## config.mk

```make
export PLATFORM = sky130hd
export DESIGN_NAME = ahb_uart_v2_flat
export DESIGN_NICKNAME = d
export VERILOG_FILES = /design/src/rtl/ahb_uart_v2_if.sv /design/src/rtl/ahb_uart_v2.sv /design/src/flat_wrapper.sv
export SDC_FILE = /design/constraint.sdc
export NUM_CORES = 1
export LEC_CHECK = 0
export CORE_ASPECT_RATIO = 1.4
export CORE_UTILIZATION = 40
export DETAILED_ROUTE_END_ITERATION = 10
export GPL_ROUTABILITY_DRIVEN = 0
export PLACE_DENSITY = 0.66
export REMOVE_ABC_BUFFERS = 1
export SLEW_MARGIN = 20
export SYNTH_ARGS = -nofsm -noshare
export SYNTH_HDL_FRONTEND = slang
export SYNTH_SLANG_ARGS = --single-unit
```

## constraint.sdc

```tcl
create_clock -name hclk -period 9.7 [get_ports hclk]
set_input_delay 1.455 -clock hclk [delete_from_list [all_inputs] [get_ports hclk]]
set_output_delay 1.455 -clock hclk [all_outputs]
set_load 0.01 [all_outputs]
```

## src/rtl/ahb_uart_v2_if.sv

```systemverilog
// AHB-Lite slave-side bus bundle for ahb_uart_v2.
interface ahb_uart_v2_if #(
  parameter int AWIDTH = 32,
  parameter int DWIDTH = 32
);
  logic              hsel_i;
  logic              hwrite_i;
  logic              hready_i;
  logic [1:0]        htrans_i;
  logic [2:0]        hsize_i;
  logic [AWIDTH-1:0] haddr_i;
  logic [DWIDTH-1:0] hwdata_i;
  logic              hreadyout_o;
  logic              hresp_o;
  logic [DWIDTH-1:0] hrdata_o;

  modport slave (
    input  hsel_i, hwrite_i, hready_i, htrans_i, hsize_i, haddr_i, hwdata_i,
    output hreadyout_o, hresp_o, hrdata_o
  );

  modport master (
    output hsel_i, hwrite_i, hready_i, htrans_i, hsize_i, haddr_i, hwdata_i,
    input  hreadyout_o, hresp_o, hrdata_o
  );
endinterface

```

## src/rtl/ahb_uart_v2.sv

```systemverilog
// AHB-Lite UART: programmable divisor, optional parity, 1/2 stop bits,
// TX/RX FIFOs, sticky error flags, level reporting and a level interrupt.
module ahb_uart_v2 #(
  parameter int          AWIDTH    = 32,
  parameter int          DWIDTH    = 32,
  parameter int          DEPTH     = 16,
  parameter logic [15:0] DIV_RESET = 16'd433
) (
  input  logic           hclk,
  input  logic           hresetn,
  ahb_uart_v2_if.slave   bus,
  output logic           irq_o,
  output logic           tx,
  input  logic           rx
);
  localparam int PW = (DEPTH > 1) ? $clog2(DEPTH) : 1;
  localparam int CW = PW + 1;

  typedef enum logic [2:0] {TX_IDLE, TX_START, TX_DATA, TX_PAR, TX_STOP} tx_state_t;
  typedef enum logic [2:0] {RX_IDLE, RX_START, RX_DATA, RX_PAR, RX_STOP} rx_state_t;

  // ---------------- bus address/data phase ----------------
  logic       r_wr, r_rd;
  logic [2:0] r_addr;
  logic       w_sel;
  assign w_sel = bus.hsel_i & bus.hready_i & bus.htrans_i[1];

  // Capture the address phase; the access completes in the next cycle.
  always_ff @(posedge hclk or negedge hresetn) begin
    if (!hresetn) begin
      r_wr   <= 1'b0;
      r_rd   <= 1'b0;
      r_addr <= 3'd0;
    end else begin
      r_wr   <= w_sel & bus.hwrite_i;
      r_rd   <= w_sel & ~bus.hwrite_i;
      r_addr <= bus.haddr_i[4:2];
    end
  end

  logic w_wr_data, w_wr_ctrl, w_wr_baud, w_wr_stat, w_rd_data;
  assign w_wr_data = r_wr & (r_addr == 3'd0);
  assign w_wr_ctrl = r_wr & (r_addr == 3'd1);
  assign w_wr_baud = r_wr & (r_addr == 3'd2);
  assign w_wr_stat = r_wr & (r_addr == 3'd3);
  assign w_rd_data = r_rd & (r_addr == 3'd0);

  // hsize, htrans[0] and upper address/data bits carry nothing for this slave
  logic w_unused;
  assign w_unused = &{1'b0, bus.hsize_i, bus.htrans_i[0], bus.haddr_i, bus.hwdata_i};

  // ---------------- configuration registers ----------------
  logic [6:0]  r_ctrl;
  logic [15:0] r_div;
  logic [15:0] w_div_eff;
  assign w_div_eff = (r_div < 16'd3) ? 16'd3 : r_div;

  // CTRL and BAUD writes.
  always_ff @(posedge hclk or negedge hresetn) begin
    if (!hresetn) begin
      r_ctrl <= 7'd0;
      r_div  <= DIV_RESET;
    end else begin
      if (w_wr_ctrl) r_ctrl <= bus.hwdata_i[6:0];
      if (w_wr_baud) r_div  <= bus.hwdata_i[15:0];
    end
  end

  // ---------------- TX FIFO ----------------
  logic [7:0]    r_txf_mem [DEPTH];
  logic [PW-1:0] r_txf_wp, r_txf_rp;
  logic [CW-1:0] r_txf_cnt;
  logic          w_txf_full, w_txf_empty, w_txf_push, w_txf_pop;
  assign w_txf_full  = (r_txf_cnt == CW'(DEPTH));
  assign w_txf_empty = (r_txf_cnt == '0);
  assign w_txf_push  = w_wr_data & ~w_txf_full;

  // TX FIFO storage.
  always_ff @(posedge hclk) begin
    if (w_txf_push) r_txf_mem[r_txf_wp] <= bus.hwdata_i[7:0];
  end

  // TX FIFO pointers and occupancy (push and pop may coincide).
  always_ff @(posedge hclk or negedge hresetn) begin
    if (!hresetn) begin
      r_txf_wp  <= '0;
      r_txf_rp  <= '0;
      r_txf_cnt <= '0;
    end else begin
      if (w_txf_push) r_txf_wp <= r_txf_wp + PW'(1);
      if (w_txf_pop)  r_txf_rp <= r_txf_rp + PW'(1);
      case ({w_txf_push, w_txf_pop})
        2'b10:   r_txf_cnt <= r_txf_cnt + CW'(1);
        2'b01:   r_txf_cnt <= r_txf_cnt - CW'(1);
        default: r_txf_cnt <= r_txf_cnt;
      endcase
    end
  end

  // ---------------- TX engine ----------------
  tx_state_t   r_tx_st;
  logic [15:0] r_tx_cnt, r_tx_div;
  logic [7:0]  r_tx_sh;
  logic [2:0]  r_tx_bit;
  logic        r_tx_par_en, r_tx_par, r_tx_stop2, r_tx;
  logic        w_tx_last, w_tx_busy;
  logic [7:0]  w_tx_byte;

  assign w_tx_busy = (r_tx_st != TX_IDLE);
  assign w_tx_last = (r_tx_st == TX_STOP) & (r_tx_cnt == 16'd0) & ~r_tx_stop2;
  assign w_tx_byte = r_txf_mem[r_txf_rp];
  // Pop while idle, or in the final cycle of a frame for gapless streaming.
  assign w_txf_pop = r_ctrl[0] & ~w_txf_empty & (~w_tx_busy | w_tx_last);
  assign tx        = r_tx;

  // TX frame sequencer; frame settings are frozen at pop time.
  always_ff @(posedge hclk or negedge hresetn) begin
    if (!hresetn) begin
      r_tx_st     <= TX_IDLE;
      r_tx_cnt    <= 16'd0;
      r_tx_div    <= 16'd3;
      r_tx_sh     <= 8'd0;
      r_tx_bit    <= 3'd0;
      r_tx_par_en <= 1'b0;
      r_tx_par    <= 1'b0;
      r_tx_stop2  <= 1'b0;
      r_tx        <= 1'b1;
    end else if (w_txf_pop) begin
      r_tx_st     <= TX_START;
      r_tx        <= 1'b0;
      r_tx_cnt    <= w_div_eff;
      r_tx_div    <= w_div_eff;
      r_tx_sh     <= w_tx_byte;
      r_tx_bit    <= 3'd0;
      r_tx_par_en <= r_ctrl[2];
      r_tx_par    <= (^w_tx_byte) ^ r_ctrl[3];
      r_tx_stop2  <= r_ctrl[4];
    end else if (r_tx_st == TX_IDLE) begin
      r_tx <= 1'b1;
    end else if (r_tx_cnt != 16'd0) begin
      r_tx_cnt <= r_tx_cnt - 16'd1;
    end else begin
      r_tx_cnt <= r_tx_div;
      case (r_tx_st)
        TX_START: begin
          r_tx_st <= TX_DATA;
          r_tx    <= r_tx_sh[0];
        end
        TX_DATA: begin
          if (r_tx_bit == 3'd7) begin
            r_tx_st <= r_tx_par_en ? TX_PAR : TX_STOP;
            r_tx    <= r_tx_par_en ? r_tx_par : 1'b1;
          end else begin
            r_tx_bit <= r_tx_bit + 3'd1;
            r_tx_sh  <= {1'b0, r_tx_sh[7:1]};
            r_tx     <= r_tx_sh[1];
          end
        end
        TX_PAR: begin
          r_tx_st <= TX_STOP;
          r_tx    <= 1'b1;
        end
        default: begin
          if (r_tx_stop2) r_tx_stop2 <= 1'b0;
          else            r_tx_st    <= TX_IDLE;
        end
      endcase
    end
  end

  // ---------------- RX engine ----------------
  logic        r_rx_s1, r_rx_s2, r_rx_prev;
  rx_state_t   r_rx_st;
  logic [15:0] r_rx_cnt, r_rx_div;
  logic [7:0]  r_rx_sh;
  logic [2:0]  r_rx_bit;
  logic        r_rx_par_en, r_rx_par_odd;
  logic        w_rx_fall, w_rx_busy, w_rx_stop_smp, w_rx_par_smp;
  logic [16:0] w_half_sum;
  logic [15:0] w_rx_half;

  assign w_rx_fall     = r_rx_prev & ~r_rx_s2;
  assign w_rx_busy     = (r_rx_st != RX_IDLE);
  assign w_rx_stop_smp = (r_rx_st == RX_STOP) & (r_rx_cnt == 16'd0);
  assign w_rx_par_smp  = (r_rx_st == RX_PAR) & (r_rx_cnt == 16'd0);
  assign w_half_sum    = {1'b0, w_div_eff} + 17'd1;
  assign w_rx_half     = w_half_sum[16:1] - 16'd1;

  // Two-flop synchroniser plus previous value for edge detection.
  always_ff @(posedge hclk or negedge hresetn) begin
    if (!hresetn) begin
      r_rx_s1   <= 1'b1;
      r_rx_s2   <= 1'b1;
      r_rx_prev <= 1'b1;
    end else begin
      r_rx_s1   <= rx;
      r_rx_s2   <= r_rx_s1;
      r_rx_prev <= r_rx_s2;
    end
  end

  // RX frame sequencer: half-bit start check, then centre sampling.
  always_ff @(posedge hclk or negedge hresetn) begin
    if (!hresetn) begin
      r_rx_st      <= RX_IDLE;
      r_rx_cnt     <= 16'd0;
      r_rx_div     <= 16'd3;
      r_rx_sh      <= 8'd0;
      r_rx_bit     <= 3'd0;
      r_rx_par_en  <= 1'b0;
      r_rx_par_odd <= 1'b0;
    end else if (r_rx_st == RX_IDLE) begin
      if (r_ctrl[1] && w_rx_fall) begin
        r_rx_st      <= RX_START;
        r_rx_cnt     <= w_rx_half;
        r_rx_div     <= w_div_eff;
        r_rx_bit     <= 3'd0;
        r_rx_par_en  <= r_ctrl[2];
        r_rx_par_odd <= r_ctrl[3];
      end
    end else if (r_rx_cnt != 16'd0) begin
      r_rx_cnt <= r_rx_cnt - 16'd1;
    end else begin
      r_rx_cnt <= r_rx_div;
      case (r_rx_st)
        RX_START: r_rx_st <= r_rx_s2 ? RX_IDLE : RX_DATA;
        RX_DATA: begin
          r_rx_sh  <= {r_rx_s2, r_rx_sh[7:1]};
          r_rx_bit <= r_rx_bit + 3'd1;
          if (r_rx_bit == 3'd7) r_rx_st <= r_rx_par_en ? RX_PAR : RX_STOP;
        end
        RX_PAR:  r_rx_st <= RX_STOP;
        default: r_rx_st <= RX_IDLE;
      endcase
    end
  end

  // ---------------- RX FIFO ----------------
  logic [7:0]    r_rxf_mem [DEPTH];
  logic [PW-1:0] r_rxf_wp, r_rxf_rp;
  logic [CW-1:0] r_rxf_cnt;
  logic          w_rxf_full, w_rxf_empty, w_rxf_push, w_rxf_pop;
  assign w_rxf_full  = (r_rxf_cnt == CW'(DEPTH));
  assign w_rxf_empty = (r_rxf_cnt == '0);
  assign w_rxf_push  = w_rx_stop_smp & r_rx_s2 & ~w_rxf_full;
  assign w_rxf_pop   = w_rd_data & ~w_rxf_empty;

  // RX FIFO storage.
  always_ff @(posedge hclk) begin
    if (w_rxf_push) r_rxf_mem[r_rxf_wp] <= r_rx_sh;
  end

  // RX FIFO pointers and occupancy (push and pop may coincide).
  always_ff @(posedge hclk or negedge hresetn) begin
    if (!hresetn) begin
      r_rxf_wp  <= '0;
      r_rxf_rp  <= '0;
      r_rxf_cnt <= '0;
    end else begin
      if (w_rxf_push) r_rxf_wp <= r_rxf_wp + PW'(1);
      if (w_rxf_pop)  r_rxf_rp <= r_rxf_rp + PW'(1);
      case ({w_rxf_push, w_rxf_pop})
        2'b10:   r_rxf_cnt <= r_rxf_cnt + CW'(1);
        2'b01:   r_rxf_cnt <= r_rxf_cnt - CW'(1);
        default: r_rxf_cnt <= r_rxf_cnt;
      endcase
    end
  end

  // ---------------- sticky flags {tx_ovf, frm_err, par_err, rx_ovr} ----------------
  logic [3:0] r_sticky, w_set, w_clr;
  assign w_set = {w_wr_data & w_txf_full,
                  w_rx_stop_smp & ~r_rx_s2,
                  w_rx_par_smp & (r_rx_s2 != ((^r_rx_sh) ^ r_rx_par_odd)),
                  w_rx_stop_smp & r_rx_s2 & w_rxf_full};
  assign w_clr = w_wr_stat ? bus.hwdata_i[11:8] : 4'd0;

  // Set wins over a simultaneous write-1-to-clear.
  always_ff @(posedge hclk or negedge hresetn) begin
    if (!hresetn) r_sticky <= 4'd0;
    else          r_sticky <= (r_sticky & ~w_clr) | w_set;
  end

  // ---------------- read mux and outputs ----------------
  logic [DWIDTH-1:0] w_rdata;

  // Data-phase read data, zero when no read is in progress.
  always_comb begin
    w_rdata = '0;
    if (r_rd) begin
      case (r_addr)
        3'd0: w_rdata[7:0]  = w_rxf_empty ? 8'd0 : r_rxf_mem[r_rxf_rp];
        3'd1: w_rdata[6:0]  = r_ctrl;
        3'd2: w_rdata[15:0] = r_div;
        3'd3: begin
          w_rdata[5:0]  = {w_rx_busy, w_tx_busy, w_rxf_empty, w_rxf_full, w_txf_empty, w_txf_full};
          w_rdata[11:8] = r_sticky;
        end
        3'd4: begin
          w_rdata[7:0]  = 8'(r_txf_cnt);
          w_rdata[15:8] = 8'(r_rxf_cnt);
        end
        default: w_rdata = '0;
      endcase
    end
  end

  assign bus.hrdata_o    = w_rdata;
  assign bus.hreadyout_o = 1'b1;
  assign bus.hresp_o     = 1'b0;
  assign irq_o = (r_ctrl[5] & ~w_rxf_empty) |
                 (r_ctrl[6] & w_txf_empty & ~w_tx_busy) |
                 (r_ctrl[5] & (|r_sticky[2:0]));
endmodule

```

## src/flat_wrapper.sv

```systemverilog
// flat-port wrapper written by rule: the top's interface ports become plain ports
module ahb_uart_v2_flat 
#(
  parameter int          AWIDTH    = 32,
  parameter int          DWIDTH    = 32,
  parameter int          DEPTH     = 16,
  parameter logic [15:0] DIV_RESET = 16'd433
)
  (hclk, hresetn, irq_o, tx, rx, bus_hsel_i, bus_hwrite_i, bus_hready_i, bus_htrans_i, bus_hsize_i, bus_haddr_i, bus_hwdata_i, bus_hreadyout_o, bus_hresp_o, bus_hrdata_o);
  ahb_uart_v2_if #(.AWIDTH(AWIDTH), .DWIDTH(DWIDTH)) bus_i ();
  input  logic hclk;
  input  logic hresetn;
  output logic irq_o;
  output logic tx;
  input  logic rx;
  input wire logic [$bits(bus_i.hsel_i)-1:0] bus_hsel_i;
  input wire logic [$bits(bus_i.hwrite_i)-1:0] bus_hwrite_i;
  input wire logic [$bits(bus_i.hready_i)-1:0] bus_hready_i;
  input wire logic [$bits(bus_i.htrans_i)-1:0] bus_htrans_i;
  input wire logic [$bits(bus_i.hsize_i)-1:0] bus_hsize_i;
  input wire logic [$bits(bus_i.haddr_i)-1:0] bus_haddr_i;
  input wire logic [$bits(bus_i.hwdata_i)-1:0] bus_hwdata_i;
  output wire logic [$bits(bus_i.hreadyout_o)-1:0] bus_hreadyout_o;
  output wire logic [$bits(bus_i.hresp_o)-1:0] bus_hresp_o;
  output wire logic [$bits(bus_i.hrdata_o)-1:0] bus_hrdata_o;
  assign bus_i.hsel_i = bus_hsel_i;
  assign bus_i.hwrite_i = bus_hwrite_i;
  assign bus_i.hready_i = bus_hready_i;
  assign bus_i.htrans_i = bus_htrans_i;
  assign bus_i.hsize_i = bus_hsize_i;
  assign bus_i.haddr_i = bus_haddr_i;
  assign bus_i.hwdata_i = bus_hwdata_i;
  assign bus_hreadyout_o = bus_i.hreadyout_o;
  assign bus_hresp_o = bus_i.hresp_o;
  assign bus_hrdata_o = bus_i.hrdata_o;
  ahb_uart_v2 #(.AWIDTH(AWIDTH), .DWIDTH(DWIDTH), .DEPTH(DEPTH), .DIV_RESET(DIV_RESET)) u_core (.hclk(hclk), .hresetn(hresetn), .bus(bus_i), .irq_o(irq_o), .tx(tx), .rx(rx));
endmodule
```

* After elaboration in Yosys (flattened, before gate mapping)
Memories as Yosys holds them, arrays and structs flattened.
Cells that the tools add are included.
** Operators by class
- Multiplexer cells :: 59
- Reductions and logical operators :: 29
- $lt $le $gt $ge :: 1
- Bitwise gates (word level) :: 46
- Add/subtract/negate cells :: 14
- Equality and inequality tests :: 31
** Operator list (count)
- 16-bit two-way mux :: 8
- 3-bit two-way mux :: 20
- 8-bit two-way mux :: 6
- 16-bit by 1-bit subtractor with 16-bit output, second input constant :: 3
- 16-bit logical NOT :: 2
- 16-bit nonzero test :: 2
- 6-bit case mux with 5 select lines :: 1
- 1-bit bitwise AND :: 28
- 5-bit case mux with 2 select lines :: 2
- 3-bit by 2-bit equality test with 1-bit output, second input constant :: 6
- 3-bit case mux with 3 select lines :: 2
- 16-bit by 1-bit adder with 17-bit output, second input constant :: 1
- 4-bit by 1-bit adder with 4-bit output, second input constant :: 4
- 16-bit by 2-bit < comparator with 1-bit output, second input constant :: 1
- 8-bit parity :: 2
- 3-bit equality test, second input constant :: 5
- 1-bit two-way mux :: 13
- 4-bit case mux with 3 select lines :: 1
- 3-bit AND reduction :: 4
- 5-bit by 1-bit adder with 5-bit output, second input constant :: 2
- 5-bit equality test, second input constant :: 2
- 5-bit logical NOT :: 2
- 2-bit by 1-bit inequality test with 1-bit output, second input constant :: 5
- 1-bit NOT :: 10
- 27 further kinds :: 48
** Storage, ports and cells
- RAM bits :: 256
- Input bits :: 75
- Memories kept :: 2
- Output and inout bits :: 36
- Register bits :: 159
- Logic and storage cells :: 213
** Memories
- u_core.r_rxf_mem :: depth 16, bits a word 8, rd ports 1, clocked after memory_dff 0, wr ports 1, RTL line ahb_uart_v2.sv:239 : logic [7:0] r_rxf_mem [DEPTH];
- u_core.r_txf_mem :: depth 16, bits a word 8, rd ports 1, clocked after memory_dff 0, wr ports 1, RTL line ahb_uart_v2.sv:70 : logic [7:0] r_txf_mem [DEPTH];

* Longest topological paths before layout
Gate-level depths: netlist of the first run.
- Depth in word-level cells :: 7
- Mapped depth :: 18
- Mapped depth without buffers :: 16

* Least setup slack after synthesis of the first run
OpenSTA, ideal clock, no wires.
- Path type :: reg-to-output
- Start point :: reg u_core.r_rxf_rp[0]
- End point :: out bus_hrdata_o[0]
- Setup slack :: 5818 ps
- Required time :: 8245 ps
- Cell stages (with the launch flop) :: 7
- Arrival :: 2427 ps
- Cell sequence :: dfrtp_1 -> clkbuf_1 -> clkbuf_1 -> mux4_2 -> mux4_2 -> a21oi_1 -> nor2_1
** On the way
- Longest elaborated chain between the ends :: 4
** RTL lines
- start, declared :: RTL line ahb_uart_v2.sv:240 : logic [PW-1:0] r_rxf_wp, r_rxf_rp;
- start signal, assigned :: RTL line ahb_uart_v2.sv:261 : if (w_rxf_pop) r_rxf_rp <= r_rxf_rp + PW'(1);
- memory 16 x 8 bit
- 8-bit two-way mux :: RTL line ahb_uart_v2.sv:292 : 3'd0: w_rdata[7:0] = w_rxf_empty ? 8'd0 : r_rxf_mem[r_rxf_rp];
- 6-bit case mux with 5 select lines :: RTL line ahb_uart_v2.sv:291 : case (r_addr)
- 16-bit two-way mux :: RTL line ahb_uart_v2.sv:290 : if (r_rd) begin
- end, declared :: RTL line flat_wrapper.sv:25 : output wire logic [$bits(bus_i.hrdata_o)-1:0] bus_hrdata_o;
Every way passes these cells.

* Worst setup path after layout of the first run
- Start point :: reg u_core.r_rxf_rp[0]
- End point :: out bus_hrdata_o[6]
** On the way
- Longest elaborated chain between the ends :: 4
** RTL lines (RTL line)
- memory 16 x 8 bit
- 8-bit two-way mux :: ahb_uart_v2.sv:292
- 1-bit case mux with 3 select lines :: ahb_uart_v2.sv:291
- 16-bit two-way mux :: ahb_uart_v2.sv:290
Every way passes these cells.

==> results of run 1 <==
## cells by family after synthesis
| group | after synthesis | synth area share [%] |
|---|---|---|
| DFF | 415 | 60.6 |
| and+or+nand+nor | 406 | 10.6 |
| AOI/OAI and AO/OA | 223 | 7.45 |
| muxes | 142 | 12.6 |
| buffers and inverters | 126 | 3.48 |
| xor gates and xnor gates | 73 | 3.36 |
| adders and majority gates | 28 | 1.90 |
| other | 2 | 0.0390 |
## layout by cell type, fill, tap and decap left out, types with 30 or more instances in the layout
cell type	count
dfrtp_1	144
nand3_1	30
o21ai_0	53
nor2_1	91
nand2_1	149
mux4_2	75
edfxtp_1	256
xnor2_1	51
mux2_2	51
clkbuf_16	42
a21oi_1	61
clkdlybuf4s50_1	42
## worst paths after layout
check / endpoint / slack, ns / cells past startpoint
max in group asynchronous: u_core.r_rxf_rp[0]$_DFFE_PN0P_ / 7.18 / 2
hold reg to reg: u_core.r_rx_s2$_DFF_PN1_ / 0.36 / 0
setup reg to reg: u_core.r_txf_cnt[4]$_DFFE_PN0P_ / 5.55 / 15
hold / removal: u_core.r_rx_s2$_DFF_PN1_ / 0.36 / 0
setup / recovery: bus_hrdata_o[6] / 4.61 / 6
min in group asynchronous: u_core.r_tx_cnt[13]$_DFFE_PN0P_ / 0.96 / 1
## metrics by stage
stage	instances	power, mW	instance area, sq um	hold slack, ns	setup WS, ns
after floorplan	1338	2.73	18800	0.345	5.17
after global placement	2017	2.96	20100	0.348	5.14
after detailed placement	2017	2.99	20100	0.353	5.14
after CTS	2093	4.61	21500	0.362	4.50
after global routing	2093	4.77	21500	0.365	4.31
final	2093	4.57	21500	0.361	4.61
## where the power goes
part | switching [mW] | internal [mW] | leakage [nW]
logic | 0.424 | 0.342 | 2.66
registers | 0.177 | 2.01 | 4.35
clock network | 0.684 | 0.931 | 0.660
total | 1.29 | 3.28 | 7.68
## metal layers
layer  routed length (um)  GRT usage [%]  vias to the layer above  part of all wire, %
met5                    0              0                        -                    0
met4                 1200           6.14                        0                  2.8
met3                 1770           2.34                       65                  4.1
met2                22700           32.3                      290                   52
met1                17800           22.4                     5782                   41
li1                     -              -                     5301                    -
## worst max-delay path, cell delays in order, from the launching register on
cell and delay, ns:
dfrtp_2 0.34, buf_4 0.54, mux4_2 0.61, mux4_2 0.52, a221oi_1 0.30, a2111oi_0 0.16
clkdlybuf4s50_1 0.56
## synth_stat cells, types with 16 or more instances
master / instances / area, sq um
nand2_1: 149 / 559
edfxtp_1: 256 / 7690
mux2_2: 51 / 574
nand3_1: 30 / 150
ha_1: 26 / 325
nor3_1: 30 / 150
a21oi_1: 61 / 305
dfrtp_1: 146 / 3650
mux2i_1: 16 / 160
inv_1: 29 / 109
o21ai_0: 53 / 265
mux4_2: 75 / 1690
xnor2_1: 51 / 447
clkbuf_1: 44 / 165
and2_1: 20 / 125
buf_4: 21 / 158
nor2_1: 92 / 345
xor2_1: 21 / 184
## state kept, by name, summed over array words and instances (netlist names), 5 cells and up
signal,count
u_core.r_rxf_mem,128
u_core.r_txf_mem,128
u_core.r_div,16
u_core.r_rx_cnt,16
u_core.r_rx_div,16
u_core.r_tx_cnt,16
u_core.r_tx_div,16
u_core.r_rx_sh,8
u_core.r_tx_sh,8
u_core.r_ctrl,7
u_core.r_rxf_cnt,5
u_core.r_txf_cnt,5
## area by class of cell
class                   count  area (sq um)  share of cell area (%)
inverters                  33           124                   0.576
flip-flops and latches    415         11700                    54.4
well taps                 624           781                    3.63
clock buffers              53          1120                    5.22
multi-input cells         890          7010                    32.6
clock inverters            23           246                    1.15
repair buffers             55           522                    2.43
==> metrics.txt, run 1 <==
status=finished, final reports clean; CP Data Arrival Time=3.63 ns; TritonRoute pass-1 iters=5; Hold Buf Count CTS=0; Worst setup EP type=output port; H-tree depth=2; clock tree sinks=415; relative slew slack=about a third; row count=94; first-pass GRT wire length=68300 um; post-route clock skew=0.0289 ns; fin crit share=52.4%; largest net degree at the start of global routing=84; Setup crit start kind=register; Post-synth EDFFs=256; Worst-path clk slew=0.07 ns; Setup crit start=u_core.r_rxf_rp[0]$_DFFE_PN0P_; Setup Viol. Count Final=0; # fillers=4194; initial antenna violation count=0; Starting Density=40.8%; Final Hold Vio Count=0; RSZ-0062 raised after global routing=no; CTS tree=yes; die height=between 200 and 300 um; P&R area growth vs syn=11.5%; Synth cell types=88; shortest period the worst path allows=5.09 ns; Post-CTS Setup Bufs=0; CP max FO=35; Ports=between 100 and 150; final core utilization=45.4%; synthesis-stage register bit count=415; MaxCap Viol Count=0; number of global-route vias before repair=11700; Total GRT Usage=a little under a fifth; wire length per cell=between 20 and 25 um; vias per cell=~5.5; DR vias=about 11000; f_max=197 MHz; Synth Warn #=0; DRC errors left=0; Gates resized, CTS repair=0; Post-Syn Area=approximately 19000 sq um; Seq/Total Area, Yosys=60.6%; Power Density=approximately 210 nW/um^2; Fin Setup TNS=0 ns; die width=188 um; HP Start=u_core.r_rx_s1$_DFF_PN1_; Clk Latency, worst-skew pair=about 0.56 ns; Hold/Removal Path Class=reg2reg; Primary FF master, synth=edfxtp_1; Slew Viols, Final=0; synthesized instance count=1415; FFs w/ async S/R, synth=38.3%; Reg2Reg Launch Point=u_core.r_tx_cnt[2]$_DFFE_PN0P_; Worst Path Required=8.25 ns; Avg Cell Area, Syn=between 10 and 15 sq um; Antenna Nets Post-Route=0; worst vdd ir=0.150 mV; CTS Buf Count=41; CTS max path bufs=3; core box area=47300 sq um; Post-DP HPWL=28700 um; final layout net count=1539; initial DRC count=773; share of layout cells above drive strength 1=17.4%; final WL=43500 um; leakage power=7.68 nW; slew of the pin with the lowest slew margin=a little over 1 ns; gr ovfl total=0; area of the die=49100 sq um; Root Driver=clkbuf_16; port bufs=43; critical path class=reg2out; ANT cells=0
(Power assumes the default switching activity.)
==> inputs of run 2 (changes only) <==
Clock period 9.7 ns to 4.73 ns, I/O delays scaled along.
==> run 2 against run 1 <==
Wire length rose by 0.75%. Clock skew down 0.010 ns. Die area unchanged. Sequential power grew 110%. Via count is essentially flat. Global-route usage increased by 0.19 points. Final cell count is 0.62% higher. Design area up 0.33%. Critical path type unchanged. Largest power group unchanged. Highest routed layer unchanged.
==> metrics.txt, run 2 (synthesis gave the netlist of run 1 again) <==
row count=94 (unchanged); first-pass GRT wire length=68800 um (+0.86%); Setup crit start kind=register; shortest period the worst path allows=4.25 ns; Antenna Nets Post-Route=0 (unchanged); gr ovfl total=0 (unchanged); relative slew slack=32.4% (+0.90 points); CP max stage delay=0.77 ns (+0.16 ns); core box area=47300 sq um (unchanged); Final Hold Vio Count=0 (unchanged); final WL=43800 um (+0.75%); vias per cell=5.43 (-0.71%); share of layout cells above drive strength 1=17.9% (+0.45 points); crit path cell chain=buf_4 -> mux4_2 -> mux4_2 -> a21oi_1 -> nor2_1 -> clkdlybuf4s50_1; TritonRoute pass-1 iters=5 (unchanged); Starting Density=40.8% (unchanged); port bufs=43 (unchanged); commonest non-fill, non-tap cell in the layout=edfxtp_1; commonest cells after routing, fill and taps aside=edfxtp_1, nand2_1, dfrtp_1, nor2_1, mux4_2; clock tree sinks=415 (unchanged); slew of the pin with the lowest slew margin=1.01 ns (-0.0135 ns); CTS tree=yes; post-route clock skew=0.0184 ns (-0.0105 ns); Worst Path Required=4.02 ns (-4.23 ns); Sw Share=28.3% (+0.14 points); RSZ-0062 raised after global routing=no; largest net degree at the start of global routing=105 (+25%); CP max FO=18 (-49%); Logic pwr share=17.1% (+0.3 points); P&R area growth vs syn=11.9%; CTS max path bufs=3 (unchanged); initial DRC count=687 (-11%); status=finished, final reports clean; wire length per cell=20.8 um (+0.13%); Hold/Removal Path Class=in2async; Top Registers=u_core.r_rxf_mem (128), u_core.r_txf_mem (128); Worst setup EP type=output port; CP Data Arrival Time=3.54 ns (-0.09 ns); Clk Latency, worst-skew pair=0.56 ns (about the same); H-tree depth=2 (unchanged); fin crit share=89.8%; # fillers=4175 (-0.45%); Fin Setup TNS=0 ns (unchanged); Int Power=6.66 mW (+100%); DR vias=11400 (-0.096%); Slew Viols, Final=0 (unchanged); Post-CTS Setup Bufs=0 (unchanged); leakage power=7.72 nW (+0.56%); Critical Path Most Common Cell=mux4_2; Ports=111 (unchanged); DRC errors left=0 (unchanged); Worst-path clk slew=0.06 ns (about the same); Hold Buf Count CTS=0 (unchanged); worst vdd ir=0.268 mV (+78%); Setup Viol. Count Final=0 (unchanged); Post-DP HPWL=29900 um (+3.9%); Total GRT Usage=18.2% (+0.19 points); ANT cells=0 (unchanged); Power Density=431 nW/um^2 (+100%); f_max=roughly 240 MHz; clock share of power=34.6% (-0.8 points); Gates resized, CTS repair=0 (unchanged); MaxCap Viol Count=0 (unchanged); area of the die=49100 sq um (unchanged); die height=262 um (unchanged); initial antenna violation count=0 (unchanged); CTS Buf Count=41 (unchanged); Slowest-stage cell, CP=dfrtp_2; final core utilization=45.6% (+0.15 points); Root Driver=clkbuf_16; switching pwr=2.63 mW (+100%); final layout net count=1553 (+0.91%); sequential share of power=48.3% (+0.4 points); die width=188 um (unchanged); critical path class=reg2out; number of global-route vias before repair=11800 (+0.29%)
## run 2: cell count changes in the layout (fill, tap and decap cells not counted), moves of 3 or more
cell and change:
clkinv_1 -3, clkbuf_8 -3, clkbuf_1 +7, buf_4 +13
## run 2: final timing paths
check	start	cells after the start	to	slack [ns]
setup / recovery	u_core.r_rxf_rp[0]$_DFFE_PN0P_	6	bus_hrdata_o[1]	0.48
hold / removal	hresetn	1	u_core.r_tx_cnt[13]$_DFFE_PN0P_	0.04
setup reg to reg	u_core.r_div[14]$_DFFE_PN0P_	13	u_core.r_rx_cnt[15]$_DFFE_PN0P_	1.02
hold reg to reg	u_core.r_rx_s1$_DFF_PN1_	0	u_core.r_rx_s2$_DFF_PN1_	0.35
max in group asynchronous	hresetn	3	u_core.r_div[0]$_DFFE_PN1P_	3.52
min in group hclk	u_core.r_rx_s1$_DFF_PN1_	0	u_core.r_rx_s2$_DFF_PN1_	0.35
## run 2: final cells by class
type	instances	area (sq um)	share of cell area, %
inverters	33	124	0.575
multi-input cells	890	7010	32.5
flip-flops and latches	415	11700	54.2
clock buffers	57	1110	5.14
repair buffers	69	647	3.00
clock inverters	18	208	0.963
well taps	624	781	3.62
## run 2: worst max-delay path, delay by kind of cell, from the launching register on
family | cells | cell delay [ns]
AO/OA/AOI/OAI | 1 | 0.24
buffers and inverters | 2 | 0.85
AND/OR/NAND/NOR | 1 | 0.07
multiplexers | 2 | 1.03
flip-flops | 1 | 0.77
## run 2: metrics by stage
stage               hold WS (ns)  power (mW)  std cells  area, sq um  setup WS [ns]
CTS                        0.330        9.36       2105        21500          0.408
floorplan                  0.345        5.61       1338        18800          0.198
finish                    0.0397        9.29       2106        21600          0.483
global route              0.0455        9.70       2106        21600          0.318
detailed placement         0.347        6.15       2030        20200           1.01
global placement           0.346        6.10       2030        20200          0.981
## run 2: metal layers
layer	GRT usage, %	vias up	wire [um]
met2	32.4	277	22800
met3	2.19	77	1660
met4	6.23	0	1310
li1	-	5313	-
met5	0	-	0
met1	22.9	5760	18000
## run 2: power groups by stage
stage                     Sequential (mW)  Clock (mW)  Combinational (mW)
final                                4.49        3.22                1.58
after global routing                 4.54        3.40                1.77
after CTS                            4.49        3.28                1.59
after detailed placement             4.56           0                1.59
after global placement               4.55           0                1.55
after floorplan                      4.48           0                1.12
